$ cat config.mk
export PLATFORM = sky130hd
export DESIGN_NAME = multicycle_control_unit
export DESIGN_NICKNAME = d
export VERILOG_FILES = /design/src/rtl/mcu_pkg.sv /design/src/rtl/mcu_mem_timeout.sv /design/src/rtl/multicycle_control_unit.sv
export SDC_FILE = /design/constraint.sdc
export NUM_CORES = 1
export LEC_CHECK = 0
export CELL_PAD_IN_SITES_DETAIL_PLACEMENT = 1
export CELL_PAD_IN_SITES_GLOBAL_PLACEMENT = 2
export CORE_MARGIN = 3
export CORE_UTILIZATION = 30
export CTS_BUF_LIST = sky130_fd_sc_hd__clkbuf_4
export DETAILED_ROUTE_END_ITERATION = 8
export DONT_BUFFER_PORTS = 1
export PLACE_DENSITY = 0.86
export SKIP_CTS_REPAIR_TIMING = 1
export SLEW_MARGIN = 20
export SYNTH_ARGS = -nofsm -noshare
export SYNTH_HDL_FRONTEND = slang
export SYNTH_SLANG_ARGS = --single-unit
$ cat constraint.sdc
create_clock -name clk_i -period 2.9 [get_ports clk_i]
set_clock_uncertainty 0.1 [all_clocks]
set_input_delay 0.725 -clock clk_i [delete_from_list [all_inputs] [get_ports clk_i]]
set_output_delay 0.725 -clock clk_i [all_outputs]
set_load 0.01 [all_outputs]
$ cat src/rtl/mcu_pkg.sv
// Shared encodings for the multicycle RV32I control unit: states, opcodes and mux selects.
package mcu_pkg;

    typedef logic [2:0] mcu_state_t;

    localparam mcu_state_t StFetch  = 3'd0;
    localparam mcu_state_t StDecode = 3'd1;
    localparam mcu_state_t StExec   = 3'd2;
    localparam mcu_state_t StMem    = 3'd3;
    localparam mcu_state_t StWb     = 3'd4;
    localparam mcu_state_t StHalt   = 3'd5;
    localparam mcu_state_t StTrap   = 3'd6;

    localparam logic [4:0] OpcR      = 5'b01100;
    localparam logic [4:0] OpcLoad   = 5'b00000;
    localparam logic [4:0] OpcIarith = 5'b00100;
    localparam logic [4:0] OpcStore  = 5'b01000;
    localparam logic [4:0] OpcBranch = 5'b11000;
    localparam logic [4:0] OpcLui    = 5'b01101;
    localparam logic [4:0] OpcAuipc  = 5'b00101;
    localparam logic [4:0] OpcJal    = 5'b11011;
    localparam logic [4:0] OpcJalr   = 5'b11001;

    localparam logic [1:0] PcSelPlus4  = 2'b00;
    localparam logic [1:0] PcSelTarget = 2'b01;
    localparam logic [1:0] PcSelAlu    = 2'b10;

    localparam logic [1:0] WbSelAlu = 2'b00;
    localparam logic [1:0] WbSelMem = 2'b01;
    localparam logic [1:0] WbSelImm = 2'b10;
    localparam logic [1:0] WbSelPc4 = 2'b11;

    function automatic logic [1:0] wb_sel_for(input logic [4:0] opc);
        case (opc)
            OpcLoad:         return WbSelMem;
            OpcLui:          return WbSelImm;
            OpcJal, OpcJalr: return WbSelPc4;
            default:         return WbSelAlu;
        endcase
    endfunction

endpackage

$ cat src/rtl/mcu_mem_timeout.sv
// Memory-wait watchdog: counts stalled request cycles and strobes when the limit is reached.
module mcu_mem_timeout #(
    parameter int unsigned MEM_TIMEOUT = 0,
    parameter int unsigned TO_CNT_W    = 8
) (
    input  logic clk_i,
    input  logic rst_ni,
    input  logic req_i,
    input  logic ready_i,
    output logic timeout_o
);

    localparam logic [TO_CNT_W:0] Limit = (TO_CNT_W + 1)'(MEM_TIMEOUT);
    localparam logic [TO_CNT_W:0] One   = (TO_CNT_W + 1)'(1);

    logic [TO_CNT_W-1:0] cnt_q, cnt_d;
    logic [TO_CNT_W:0]   cnt_inc;
    logic                waiting;

    assign waiting = req_i & ~ready_i;
    assign cnt_inc = {1'b0, cnt_q} + One;

    // Any cycle without a stalled request (idle state or accepted transfer) restarts the count.
    always_comb begin
        cnt_d = '0;
        if (waiting) begin
            cnt_d = cnt_inc[TO_CNT_W] ? cnt_q : cnt_inc[TO_CNT_W-1:0];
        end
    end

    always_ff @(posedge clk_i or negedge rst_ni) begin
        if (!rst_ni) begin
            cnt_q <= '0;
        end else begin
            cnt_q <= cnt_d;
        end
    end

    assign timeout_o = (MEM_TIMEOUT != 0) && waiting && (cnt_inc >= Limit);

endmodule

$ cat src/rtl/multicycle_control_unit.sv
// Multicycle RV32I control FSM (FETCH/DECODE/EXEC/MEM/WB) with memory timeout and sticky halt.
// Define MCU_ILLEGAL_TRAP_EN to route unknown opcodes through a TRAP state with illegal_o.
module multicycle_control_unit
    import mcu_pkg::*;
#(
    parameter int unsigned OPC_W       = 5,
    parameter int unsigned MEM_TIMEOUT = 0,
    parameter int unsigned TO_CNT_W    = 8
) (
    input  logic             clk_i,
    input  logic             rst_ni,
    input  logic [OPC_W-1:0] opcode_i,
    input  logic             branch_taken_i,
    input  logic             mem_ready_i,
    output logic             mem_req_o,
    output logic             mem_we_o,
    output logic             mem_addr_sel_o,
    output logic             ir_we_o,
    output logic             pc_we_o,
    output logic [1:0]       pc_sel_o,
    output logic             alu_a_sel_o,
    output logic             alu_b_sel_o,
    output logic             reg_we_o,
    output logic [1:0]       wb_sel_o,
    output logic             instret_o,
    output logic             err_o,
`ifdef MCU_ILLEGAL_TRAP_EN
    output logic             illegal_o,
`endif
    output logic [2:0]       state_o
);

    mcu_state_t state_q, state_d;
    logic       err_q, err_d;
    logic       timeout;
    logic [4:0] opc;

    assign opc = opcode_i;

    mcu_mem_timeout #(
        .MEM_TIMEOUT(MEM_TIMEOUT),
        .TO_CNT_W   (TO_CNT_W)
    ) u_mem_timeout (
        .clk_i    (clk_i),
        .rst_ni   (rst_ni),
        .req_i    (mem_req_o),
        .ready_i  (mem_ready_i),
        .timeout_o(timeout)
    );

    always_comb begin
        state_d        = state_q;
        err_d          = err_q;
        mem_req_o      = 1'b0;
        mem_we_o       = 1'b0;
        mem_addr_sel_o = 1'b0;
        ir_we_o        = 1'b0;
        pc_we_o        = 1'b0;
        pc_sel_o       = PcSelPlus4;
        alu_a_sel_o    = 1'b0;
        alu_b_sel_o    = 1'b0;
        reg_we_o       = 1'b0;
        wb_sel_o       = WbSelAlu;
        instret_o      = 1'b0;
`ifdef MCU_ILLEGAL_TRAP_EN
        illegal_o      = 1'b0;
`endif
        case (state_q)
            StFetch: begin
                mem_req_o = 1'b1;
                if (mem_ready_i) begin
                    ir_we_o = 1'b1;
                    pc_we_o = 1'b1;
                    state_d = StDecode;
                end else if (timeout) begin
                    state_d = StHalt;
                    err_d   = 1'b1;
                end
            end
            StDecode: state_d = StExec;
            StExec: begin
                case (opc)
                    OpcR:      state_d = StWb;
                    OpcIarith: begin
                        alu_b_sel_o = 1'b1;
                        state_d     = StWb;
                    end
                    OpcLoad, OpcStore: begin
                        alu_b_sel_o = 1'b1;
                        state_d     = StMem;
                    end
                    OpcLui:    state_d = StWb;
                    OpcAuipc: begin
                        alu_a_sel_o = 1'b1;
                        alu_b_sel_o = 1'b1;
                        state_d     = StWb;
                    end
                    OpcBranch: begin
                        pc_we_o   = branch_taken_i;
                        pc_sel_o  = PcSelTarget;
                        instret_o = 1'b1;
                        state_d   = StFetch;
                    end
                    OpcJal: begin
                        pc_we_o  = 1'b1;
                        pc_sel_o = PcSelTarget;
                        state_d  = StWb;
                    end
                    OpcJalr: begin
                        alu_b_sel_o = 1'b1;
                        pc_we_o     = 1'b1;
                        pc_sel_o    = PcSelAlu;
                        state_d     = StWb;
                    end
                    default: begin
`ifdef MCU_ILLEGAL_TRAP_EN
                        state_d   = StTrap;
`else
                        // PC already advanced in FETCH, so retiring here makes it a NOP.
                        instret_o = 1'b1;
                        state_d   = StFetch;
`endif
                    end
                endcase
            end
            StMem: begin
                mem_req_o      = 1'b1;
                mem_addr_sel_o = 1'b1;
                mem_we_o       = (opc == OpcStore);
                alu_b_sel_o    = 1'b1;
                if (mem_ready_i) begin
                    if (opc == OpcStore) begin
                        instret_o = 1'b1;
                        state_d   = StFetch;
                    end else begin
                        state_d   = StWb;
                    end
                end else if (timeout) begin
                    state_d = StHalt;
                    err_d   = 1'b1;
                end
            end
            StWb: begin
                reg_we_o  = 1'b1;
                wb_sel_o  = wb_sel_for(opc);
                instret_o = 1'b1;
                state_d   = StFetch;
            end
            StHalt: ;
`ifdef MCU_ILLEGAL_TRAP_EN
            StTrap: begin
                pc_we_o   = 1'b1;
                pc_sel_o  = PcSelAlu;
                illegal_o = 1'b1;
                state_d   = StFetch;
            end
`endif
            default: state_d = StFetch;
        endcase
    end

    always_ff @(posedge clk_i or negedge rst_ni) begin
        if (!rst_ni) begin
            state_q <= StFetch;
            err_q   <= 1'b0;
        end else begin
            state_q <= state_d;
            err_q   <= err_d;
        end
    end

    assign err_o   = err_q;
    assign state_o = state_q;

endmodule
==> After elaboration in Yosys (flattened, before gate mapping) <==
Cells that the tools add are included.
{ "op_classes": {"n_eq_ne": 15, "muxes": 25, "bitwise": 1, "n_reduce_logical": 10} }
{ "op_table": {"columns": ["cell", "n"], "rows": [
  ["equality test 5 x 4 -> 1 bit, second input constant", 3],
  ["equality test 5 bit, second input constant", 3],
  ["case mux 3 bit (5 select lines)", 1],
  ["2-to-1 mux 1 bit", 12],
  ["equality test 5 x 3 -> 1 bit, second input constant", 2],
  ["2-to-1 mux 3 bit", 3],
  ["OR reduction 2 bit", 4],
  ["OR reduction 8 bit", 1],
  ["equality test 3 x 2 -> 1 bit, second input constant", 2],
  ["equality test 3 bit, second input constant", 2],
  ["case mux 1 bit (2 select lines)", 3],
  ["case mux 2 bit (3 select lines)", 1],
  ["case mux 3 bit (2 select lines)", 1],
  ["OR reduction 6 bit", 1],
  ["zero test 5 bit", 1],
  ["OR reduction 5 bit", 1],
  ["2-to-1 mux 2 bit", 2],
  ["inequality test 2 bit, second input constant", 2],
  ["case mux 2 bit (2 select lines)", 1],
  ["equality test 3 x 1 -> 1 bit, second input constant", 1],
  ["zero test 3 bit", 1],
  ["case mux 1 bit (3 select lines)", 1],
  ["AND reduction 3 bit", 1],
  ["NOT 1 bit", 1]
]} }
{ "word_totals": {"register_bits": 3, "inputBits": 9, "output_inout_bits": 17} }

==> Longest topological paths before layout <==
Gate-level depths: netlist of run 1.
{ "logic_depth": {"word_depth": 4, "ltp_mapped": 4, "depth_no_buf": 3} }

==> Modules after synthesis <==
From an unflattened synthesis of run 1, not the netlist that was laid out.
{ "unflattened": {"hier_cells": 64, "hier_area_um2": 501.7} }
{ "modules_own_cells": {"columns": ["module", "instances", "cells_per_inst", "area_per_inst_um2"], "rows": [
  ["multicycle_control_unit", 1, 62, 490.5],
  ["mcu_mem_timeout", 1, 2, 11.3]
]} }

==> Worst setup path after synthesis of run 1 <==
OpenSTA, ideal clock, no wires.
{ "synth_timing": {"kind": "input -> output", "startpoint": "input port opcode_i[4]", "endpoint": "output port alu_b_sel_o", "t_arrival_ns": 1.532, "path_slack_ns": 0.543, "cell_stages": 4, "n_path_buf": 1, "cell_sequence": "buf_2 > and4b_1 > a211oi_1 > o31ai_1"} }
{ "synth_via": {"elab_chain_cells": 4} }
{ "synth_rtl": {"columns": ["item", "line_no", "source"], "rows": [
  ["from (decl)", "multicycle_control_unit.sv:12", "input logic [OPC_W-1:0] opcode_i,"],
  ["equality test 5 x 4 -> 1 bit (tied with other cells)", "multicycle_control_unit.sv:82", "case (opc)"],
  ["OR reduction 5 bit (no source line) (*)", null, null],
  ["2-to-1 mux 1 bit (*)", "multicycle_control_unit.sv:82", null],
  ["case mux 1 bit (2 select lines) (*)", "multicycle_control_unit.sv:68", "case (state_q)"],
  ["to (decl)", "multicycle_control_unit.sv:22", "output logic alu_b_sel_o,"]
]} }
Mark *: on every way between the ends. The rest lies on a longest branch, timed or not.

==> Final worst setup path of run 1 <==
{ "layout_timing": {"startpoint": "register state_q[0], in the netlist state_o[0]", "endpoint": "output port pc_sel_o[1]"} }
{ "layout_via": {"elab_chain_cells": 2} }
{ "layout_rtl": {"columns": ["item", "line_no", "source"], "rows": [
  ["from (decl)", "multicycle_control_unit.sv:33", "mcu_state_t state_q, state_d;"],
  ["from (signal assigned)", "multicycle_control_unit.sv:164", "state_q <= StFetch;"],
  ["from (signal assigned)", "multicycle_control_unit.sv:167", "state_q <= state_d;"],
  ["equality test 3 x 2 -> 1 bit", "multicycle_control_unit.sv:68", null],
  ["2-to-1 mux 2 bit", "multicycle_control_unit.sv:68", null],
  ["to (decl)", "multicycle_control_unit.sv:20", "output logic [1:0] pc_sel_o,"]
]} }
No other way between the ends.

==> results.json, run 1 <==
{
  "worstSkewPairLatency_ns": 0.25,
  "clk_path_buf_depth": 2,
  "syn-num-nets": 72,
  "yosys.area_share.adder": 0,
  "ys_seq_area_frac": 0.162,
  "routed_via_density": 6.07,
  "synth_area_per_cell_um2": 7.37,
  "power_mw": 0.142,
  "wl_per_cell_um": 16.9,
  "drv_slew": 0,
  "critical_path_arrival_ns": 1.72,
  "p_clk_frac": 0.623,
  "syn_inst": 63,
  "p_leak_nw": 0.196,
  "synthMuxAreaShare": 0,
  "maxCapViolCount": 0,
  "tritoncts": "yes",
  "crit_family": "simple AND/OR/NAND/NOR gates",
  "cp_max_fo": 11,
  "syn2layout_area_growth_pct": 2.16,
  "fin_nets": 71,
  "pwr-share-seq": 0.297,
  "clk_pin_slew_ns": 0.04,
  "place.gp.congestion": 0.679,
  "largest_reg_flops": 3,
  "layout_common_cells": "nor2_1 (5), nand2_1 (5), inv_1 (4), nor3_1 (4), clkbuf_4 (4)",
  "grt_pass1_wl_mm": 2.06,
  "crit_required_ns": 2.08,
  "wirelength_mm": 1.28,
  "hold_viol": 0,
  "place_hpwl_um": 957,
  "drt_iter0_markers": 6,
  "multi_input_area_um2": 320,
  "synth-simple-area-share": 0.458,
  "vdd_ir_drop_max_uv": 188,
  "start_util": 0.336,
  "finalCritPeriodShare": 0.876,
  "overflow": 0,
  "synth_xor_area_frac": 0.0189,
  "cts_made_buffers": 3,
  "num_antenna_cells": 0,
  "min_period_ns": 2.54,
  "ys_types": 35,
  "p_sw_mw": 0.0323,
  "critPathSlowestCell": "dfrtp_1",
  "worstPathCellList": "nor3b_2 -> nand4_1 -> nor3b_1",
  "start_kind": "register",
  "maxClockFrequency_mhz": 393,
  "ant_nets": 0,
  "p_sw_frac": 0.228,
  "grt_pass1_vias": 457,
  "fillers": 180,
  "worst_path_largest_cell_delay_ns": 0.51,
  "syn_area_um2": 464,
  "synth_compound_area_frac": 0.205,
  "ff_latch_area_um2": 75.1,
  "cts.sinks": 3,
  "antenna_found_initial": 0,
  "row_count": 13,
  "power-per-cell-area_mw_per_mm2": 299,
  "synth_seq_cells": 3,
  "worst-path-buf-inv": 0,
  "grt_use_total": 0.138,
  "root_buffer": "clkbuf_4",
  "vias": 461,
  "comb_power_share": 0.080,
  "htreeDepth": 1,
  "fin_cells": 76,
  "hold_class": "in -> async",
  "ys_warn_count": 0,
  "numPortBuffers": 0,
  "setup_violations": 0,
  "design_area_um2": 474,
  "dieArea_mm2": 0.00206,
  "firstDrtPassIters": 4,
  "fp.coreArea_mm2": 0.00138,
  "layout-drive-gt1-share": 0.148,
  "die_h_um": 45.3,
  "p_int_mw": 0.110,
  "grt_max_degree": 12,
  "endpoint_kind": "output port",
  "place_inst": 72,
  "rsz0062_at_grt": "no",
  "dpl_cell_area_um2": 444,
  "synth_top_family_by_area": "simple AND/OR/NAND/NOR gates",
  "ioPinCount": 26,
  "outcome": "finished clean",
  "hold_ws_ns": 0.0721,
  "fp.dieW_um": 45.3,
  "worstSetupPathType": "reg -> out",
  "drc": 0,
  "tns_ns": 0
}
metrics by stage:
| step | utilization | worst slack, ns |
|---|---|---|
| after global placement | 0.321 | 0.593 |
| after detailed placement | 0.321 | 0.591 |
| after CTS | 0.343 | 0.349 |
| final | 0.343 | 0.358 |
| after global routing | 0.343 | 0.223 |
| after floorplan | - | 0.543 |
Yosys cell counts:
cell	n	share of area
a211oi_1	1	0.016
buf_4	3	0.049
o21ai_0	1	0.011
nor3_1	4	0.043
nand3b_1	1	0.016
a31oi_1	1	0.013
inv_1	4	0.032
o221ai_1	1	0.019
conb_1	1	0.0081
o211ai_2	1	0.027
xor2_1	1	0.019
nand2_1	5	0.040
nor4_1	1	0.013
nor2_1	5	0.040
a211o_1	2	0.038
nand4_1	1	0.013
buf_6	1	0.024
and2b_1	1	0.016
and4b_1	2	0.043
buf_2	4	0.043
nor4b_1	1	0.019
nor3b_2	1	0.027
nor3b_1	2	0.032
and3_1	1	0.013
nor2b_1	1	0.013
o21bai_1	1	0.016
a21oi_1	2	0.022
or3b_1	1	0.019
dfrtp_1	3	0.16
a22oi_1	1	0.016
nor4_4	1	0.046
nand2b_1	3	0.040
o31ai_1	1	0.016
nand3_1	2	0.022
o21ai_1	1	0.011
worst paths after layout:
check | startpoint | end | slack (ns) | depth (start not counted)
worst max-delay path | state_o[0]$_DFFE_PN0P_ | pc_sel_o[1] | 0.36 | 3
worst min-delay path | rst_ni | state_o[2]$_DFFE_PN0P_ | 0.07 | 0
worst max register to register | state_o[0]$_DFFE_PN0P_ | state_o[2]$_DFFE_PN0P_ | 1.60 | 3
worst min register to register | state_o[2]$_DFFE_PN0P_ | state_o[1]$_DFFE_PN0P_ | 0.61 | 1
max in group asynchronous | rst_ni | state_o[0]$_DFFE_PN0P_ | 2.56 | 0
min in group clk_i | opcode_i[3] | state_o[2]$_DFFE_PN0P_ | 0.59 | 2
area by class of cell:
cell class	count	area share
clock buffer	4	0.0633
inverter	4	0.0317
multi-input combinational	48	0.675
sequential	3	0.158
tap	15	0.0396
timing repair buffer	2	0.0317
per-layer routing:
metal	part of all wire	vias to the layer above	GRT usage
met1	0.46	220	0.153
li1	-	221	-
met2	0.44	17	0.234
met4	0.018	0	0.0702
met5	0	-	0
met3	0.077	3	0.0398
kinds of logic after synthesis:
group,Yosys count
AOI/OAI and AO/OA,13
xor gates and xnor gates,1
buffers and inverters,12
DFF,3
other,1
and+or+nand+nor,33
power groups by stage:
stage | registers, mW | clock network [mW] | logic (mW)
after detailed placement | 0.0426 | 0 | 0.0114
after global placement | 0.0426 | 0 | 0.0112
final | 0.0421 | 0.0884 | 0.0113
after global routing | 0.0420 | 0.0934 | 0.0130
after CTS | 0.0421 | 0.0906 | 0.0114
after floorplan | 0.0426 | 0 | 0.0192
(Power assumes the default switching activity.)
==> inputs of run 2 (changes only) <==
REMOVE_ABC_BUFFERS = 1   (was not set)
==> run 2 against run 1 <==
Compared with the run above: utilization is 0.54 points lower; power shrank 6.3%; maximum frequency increased by 1.4%; sequential cell count unchanged; sequential power about the same; final cell count is 1.3% lower; clock power decreased by 10%; critical path depth stayed put.
==> results.json, run 2 (synthesis gave the netlist of run 1 again) <==
{
  "fillers": 172,
  "syn2layout_area_growth_pct": 0.539,
  "dieArea_mm2": 0.00206,
  "maxCapViolCount": 0,
  "cp-startpoint": "state_o[1]$_DFFE_PN0P_",
  "fp.dieW_um": 45.3,
  "endpoint_kind": "output port",
  "grt_pass1_vias": 425,
  "antenna_found_initial": 0,
  "maxClockFrequency_mhz": 399,
  "tritoncts": "yes",
  "row_count": 13,
  "tns_ns": 0,
  "layout_common_cells": "nor2_1 (5), nand2_1 (5), inv_1 (4), nor3_1 (4), clkbuf_4 (4)",
  "wl_per_cell_um": 15.4,
  "p_leak_nw": 0.191,
  "worst_path_largest_cell_delay_ns": 0.57,
  "worstSkewPairLatency_ns": 0.23,
  "clk_pin_slew_ns": 0.03,
  "cts_made_buffers": 3,
  "worstPathCellList": "nor3b_2 -> nand4_1 -> nor3b_1",
  "wl_met1_um": 534,
  "hold_ws_ns": 0.0948,
  "numPortBuffers": 0,
  "r2r_start": "state_o[0]$_DFFE_PN0P_",
  "finalCritPeriodShare": 0.864,
  "met3_length_um": 42,
  "cp_max_fo": 12,
  "clk_path_buf_depth": 2,
  "outcome": "finished clean",
  "fp.coreArea_mm2": 0.00138,
  "overflow": 0,
  "layout-drive-gt1-share": 0.133,
  "vdd_ir_drop_max_uv": 125,
  "setup_violations": 0,
  "worstSetupPathType": "reg -> out",
  "rsz0062_at_grt": "no",
  "critical_path_arrival_ns": 1.68,
  "grt_max_degree": 13,
  "firstDrtPassIters": 4,
  "ioPinCount": 26,
  "vias": 429,
  "grt_pass1_wl_mm": 1.91,
  "hold_viol": 0,
  "wirelength_mm": 1.15,
  "grt_use_total": 0.121,
  "drc": 0,
  "fin_nets": 70,
  "drv_slew": 0,
  "crit_required_ns": 2.08,
  "dr.max_layer_used": "met3",
  "die_h_um": 45.3,
  "cp-endpoint": "pc_sel_o[1]",
  "start_util": 0.336,
  "routed_via_density": 5.72,
  "min_period_ns": 2.51,
  "rr_worst_depth": 3,
  "largest_reg_flops": 3,
  "htreeDepth": 1,
  "drt_iter0_markers": 9,
  "route.met2.wl_um": 575,
  "cts.sinks": 3,
  "power-per-cell-area_mw_per_mm2": 285,
  "place_hpwl_um": 909,
  "place.gp.congestion": 0.678,
  "num_antenna_cells": 0,
  "critPathSlowestCell": "dfrtp_1",
  "start_kind": "register",
  "rrSetupSlack_ns": 1.61,
  "ant_nets": 0,
  "hold_class": "in -> async",
  "root_buffer": "clkbuf_4",
  "reg2reg_to": "state_o[1]$_DFFE_PN0P_"
}
## run 2: cell types whose count changed in the layout (fill, tap and decap cells not counted), sizes merged
cell | previous run | this run
buf | 2 | 1
## run 2: area by class of cell
cell class | count | area [µm²] | area share
inverters | 4 | 15.0 | 0.0322
multi-input cells | 48 | 320 | 0.686
well taps | 15 | 18.8 | 0.0402
clock buffers | 4 | 30.0 | 0.0643
flip-flops and latches | 3 | 75.1 | 0.161
repair buffers | 1 | 7.51 | 0.0161
## run 2: stage by stage
stage	instance area, µm²	instances	total power [mW]	util	setup slack, ns
final	467	75	0.133	0.338	0.395
after global routing	467	75	0.141	0.338	0.246
after CTS	467	75	0.136	0.338	0.387
after detailed placement	437	71	0.0540	0.316	0.611
after global placement	437	71	0.0536	0.316	0.589
after floorplan	410	55	0.0528	-	0.635
## run 2: worst min-delay path by stage
stage	startpoint	end	slack [ns]
global route	rst_ni	state_o[0]$_DFFE_PN0P_	0.08
global placement	rst_ni	state_o[0]$_DFFE_PN0P_	0.33
finish	rst_ni	state_o[2]$_DFFE_PN0P_	0.09
CTS	rst_ni	state_o[2]$_DFFE_PN0P_	0.09
floorplan	rst_ni	state_o[0]$_DFFE_PN0P_	0.33
detailed placement	rst_ni	state_o[0]$_DFFE_PN0P_	0.33
## run 2: per-layer routing
layer | vias to the layer above | track usage
li1 | 216 | -
met1 | 204 | 0.174
met2 | 9 | 0.186
met3 | 0 | 0.00398
met4 | 0 | 0.0526
met5 | - | 0
## run 2: report_power, final
| group | internal, mW | switching, mW | leakage (nW) |
|---|---|---|---|
| logic | 0.00622 | 0.00505 | 0.141 |
| clock network | 0.0607 | 0.0188 | 0.0184 |
| registers | 0.0421 | 0 | 0.0315 |
## run 2: critical path, delay by kind of cell (launching register included)
kind / cells / cell delay [ns]
simple gates: 3 / 0.89
flops: 1 / 0.57
==> inputs of run 3 (changes only) <==
clock period = 2.7 ns   (was 2.9 ns; I/O delays follow)
==> run 3 against run 2 <==
Compared with the run above: first-iteration DRC count is 78% lower; sequential power is 7.6% higher; power is 7.6% higher; final cell count stayed put; worst hold slack worse by 0.050 ns; sequential cell count stayed put; worst setup slack worse by 0.12 ns; wire length is 4.3% higher.
==> results.json, run 3 (synthesis gave the netlist of run 1 again) <==
{
  "p_sw_frac": 0.181,
  "numPortBuffers": 0,
  "p_clk_frac": 0.597,
  "firstDrtPassIters": 4,
  "layout_common_cells": "nor2_1 (5), nand2_1 (5), inv_1 (4), nor3_1 (4), clkbuf_4 (4)",
  "rsz0062_at_grt": "no",
  "grt_pass1_wl_mm": 1.92,
  "fp.coreArea_mm2": 0.00138,
  "worstSetupPathType": "reg -> out",
  "clk_path_buf_depth": 2,
  "largest_reg_flops": 3,
  "antenna_found_initial": 0,
  "cp_max_fo": 12,
  "maxClockFrequency_mhz": 412,
  "wirelength_mm": 1.20,
  "power-per-cell-area_mw_per_mm2": 306,
  "comb_power_share": 0.086,
  "dieArea_mm2": 0.00206,
  "place_hpwl_um": 953,
  "htreeDepth": 1,
  "setup_violations": 0,
  "drt_iter0_markers": 2,
  "clk_pin_slew_ns": 0.03,
  "row_count": 13,
  "p_leak_nw": 0.191,
  "wl_per_cell_um": 16.0,
  "hold_ws_ns": 0.0448,
  "num_antenna_cells": 0,
  "layout-drive-gt1-share": 0.133,
  "routed_via_density": 5.67,
  "drc": 0,
  "cts.sinks": 3,
  "tns_ns": 0,
  "vias": 425,
  "p_int_mw": 0.117,
  "critical_path_arrival_ns": 1.65,
  "crit_required_ns": 1.92,
  "place.gp.congestion": 0.654,
  "p_sw_mw": 0.0258,
  "drv_slew": 0,
  "min_period_ns": 2.43,
  "vdd_ir_drop_max_uv": 157,
  "root_buffer": "clkbuf_4",
  "outcome": "finished clean",
  "start_kind": "register",
  "cts_made_buffers": 3,
  "grt_use_total": 0.124,
  "ant_nets": 0,
  "tritoncts": "yes",
  "start_util": 0.336,
  "worstSkewPairLatency_ns": 0.23,
  "grt_pass1_vias": 405,
  "fin_nets": 70,
  "fp.dieW_um": 45.3,
  "endpoint_kind": "output port",
  "overflow": 0,
  "finalCritPeriodShare": 0.899,
  "power_mw": 0.143,
  "grt_max_degree": 13,
  "maxCapViolCount": 0,
  "hold_viol": 0,
  "pwr-share-seq": 0.317,
  "syn2layout_area_growth_pct": 0.539,
  "ioPinCount": 26,
  "die_h_um": 45.3,
  "hold_class": "in -> async"
}
-- run 3: cell counts in the layout (fill, tap and decap cells not counted) --
No cell type changed its count.
-- run 3: final timing paths --
path                                        start                endpoint  slack (ns)  cells past startpoint
setup reg to reg           state_o[0]$_DFFE_PN0P_  state_o[1]$_DFFE_PN0P_        1.42                      3
max in group asynchronous                  rst_ni  state_o[1]$_DFFE_PN0P_        2.39                      0
hold / removal                             rst_ni  state_o[2]$_DFFE_PN0P_        0.04                      0
hold reg to reg            state_o[2]$_DFFE_PN0P_  state_o[1]$_DFFE_PN0P_        0.61                      1
min in group clk_i                    opcode_i[3]  state_o[2]$_DFFE_PN0P_        0.57                      2
setup / recovery           state_o[1]$_DFFE_PN0P_             pc_sel_o[1]        0.27                      3
-- run 3: per-layer routing --
| layer | global-route usage | share of wire |
|---|---|---|
| met1 | 0.173 | 0.45 |
| met2 | 0.189 | 0.50 |
| met3 | 0.0159 | 0.050 |
| met4 | 0.0526 | 0 |
| met5 | 0 | 0 |
-- run 3: worst max-delay path, cell delays in order, from the launching register on --
cell     delay [ns]
dfrtp_1        0.56
nor3b_2        0.29
nand4_1        0.17
nor3b_1        0.40
-- run 3: layout make-up --
class	instances	area, µm²
clock buffers	4	30.0
fillers	167	916
inverters	4	15.0
multi-input cells	48	320
flip-flops and latches	3	75.1
well taps	15	18.8
repair buffers	1	7.51
-- run 3: metrics by stage --
stage,setup slack [ns],area [µm²],utilization,instances
finish,0.273,467,0.338,75
global route,0.138,467,0.338,75
CTS,0.259,467,0.338,75
detailed placement,0.492,437,0.316,71
global placement,0.507,437,0.316,71
floorplan,0.535,410,-,55
-- run 3: power groups by stage --
stage	Combinational, mW	Clock, mW	Sequential (mW)
CTS	0.0124	0.0887	0.0452
global route	0.0137	0.0925	0.0452
finish	0.0124	0.0854	0.0453
global placement	0.0120	0	0.0458
floorplan	0.0110	0	0.0458
detailed placement	0.0123	0	0.0458
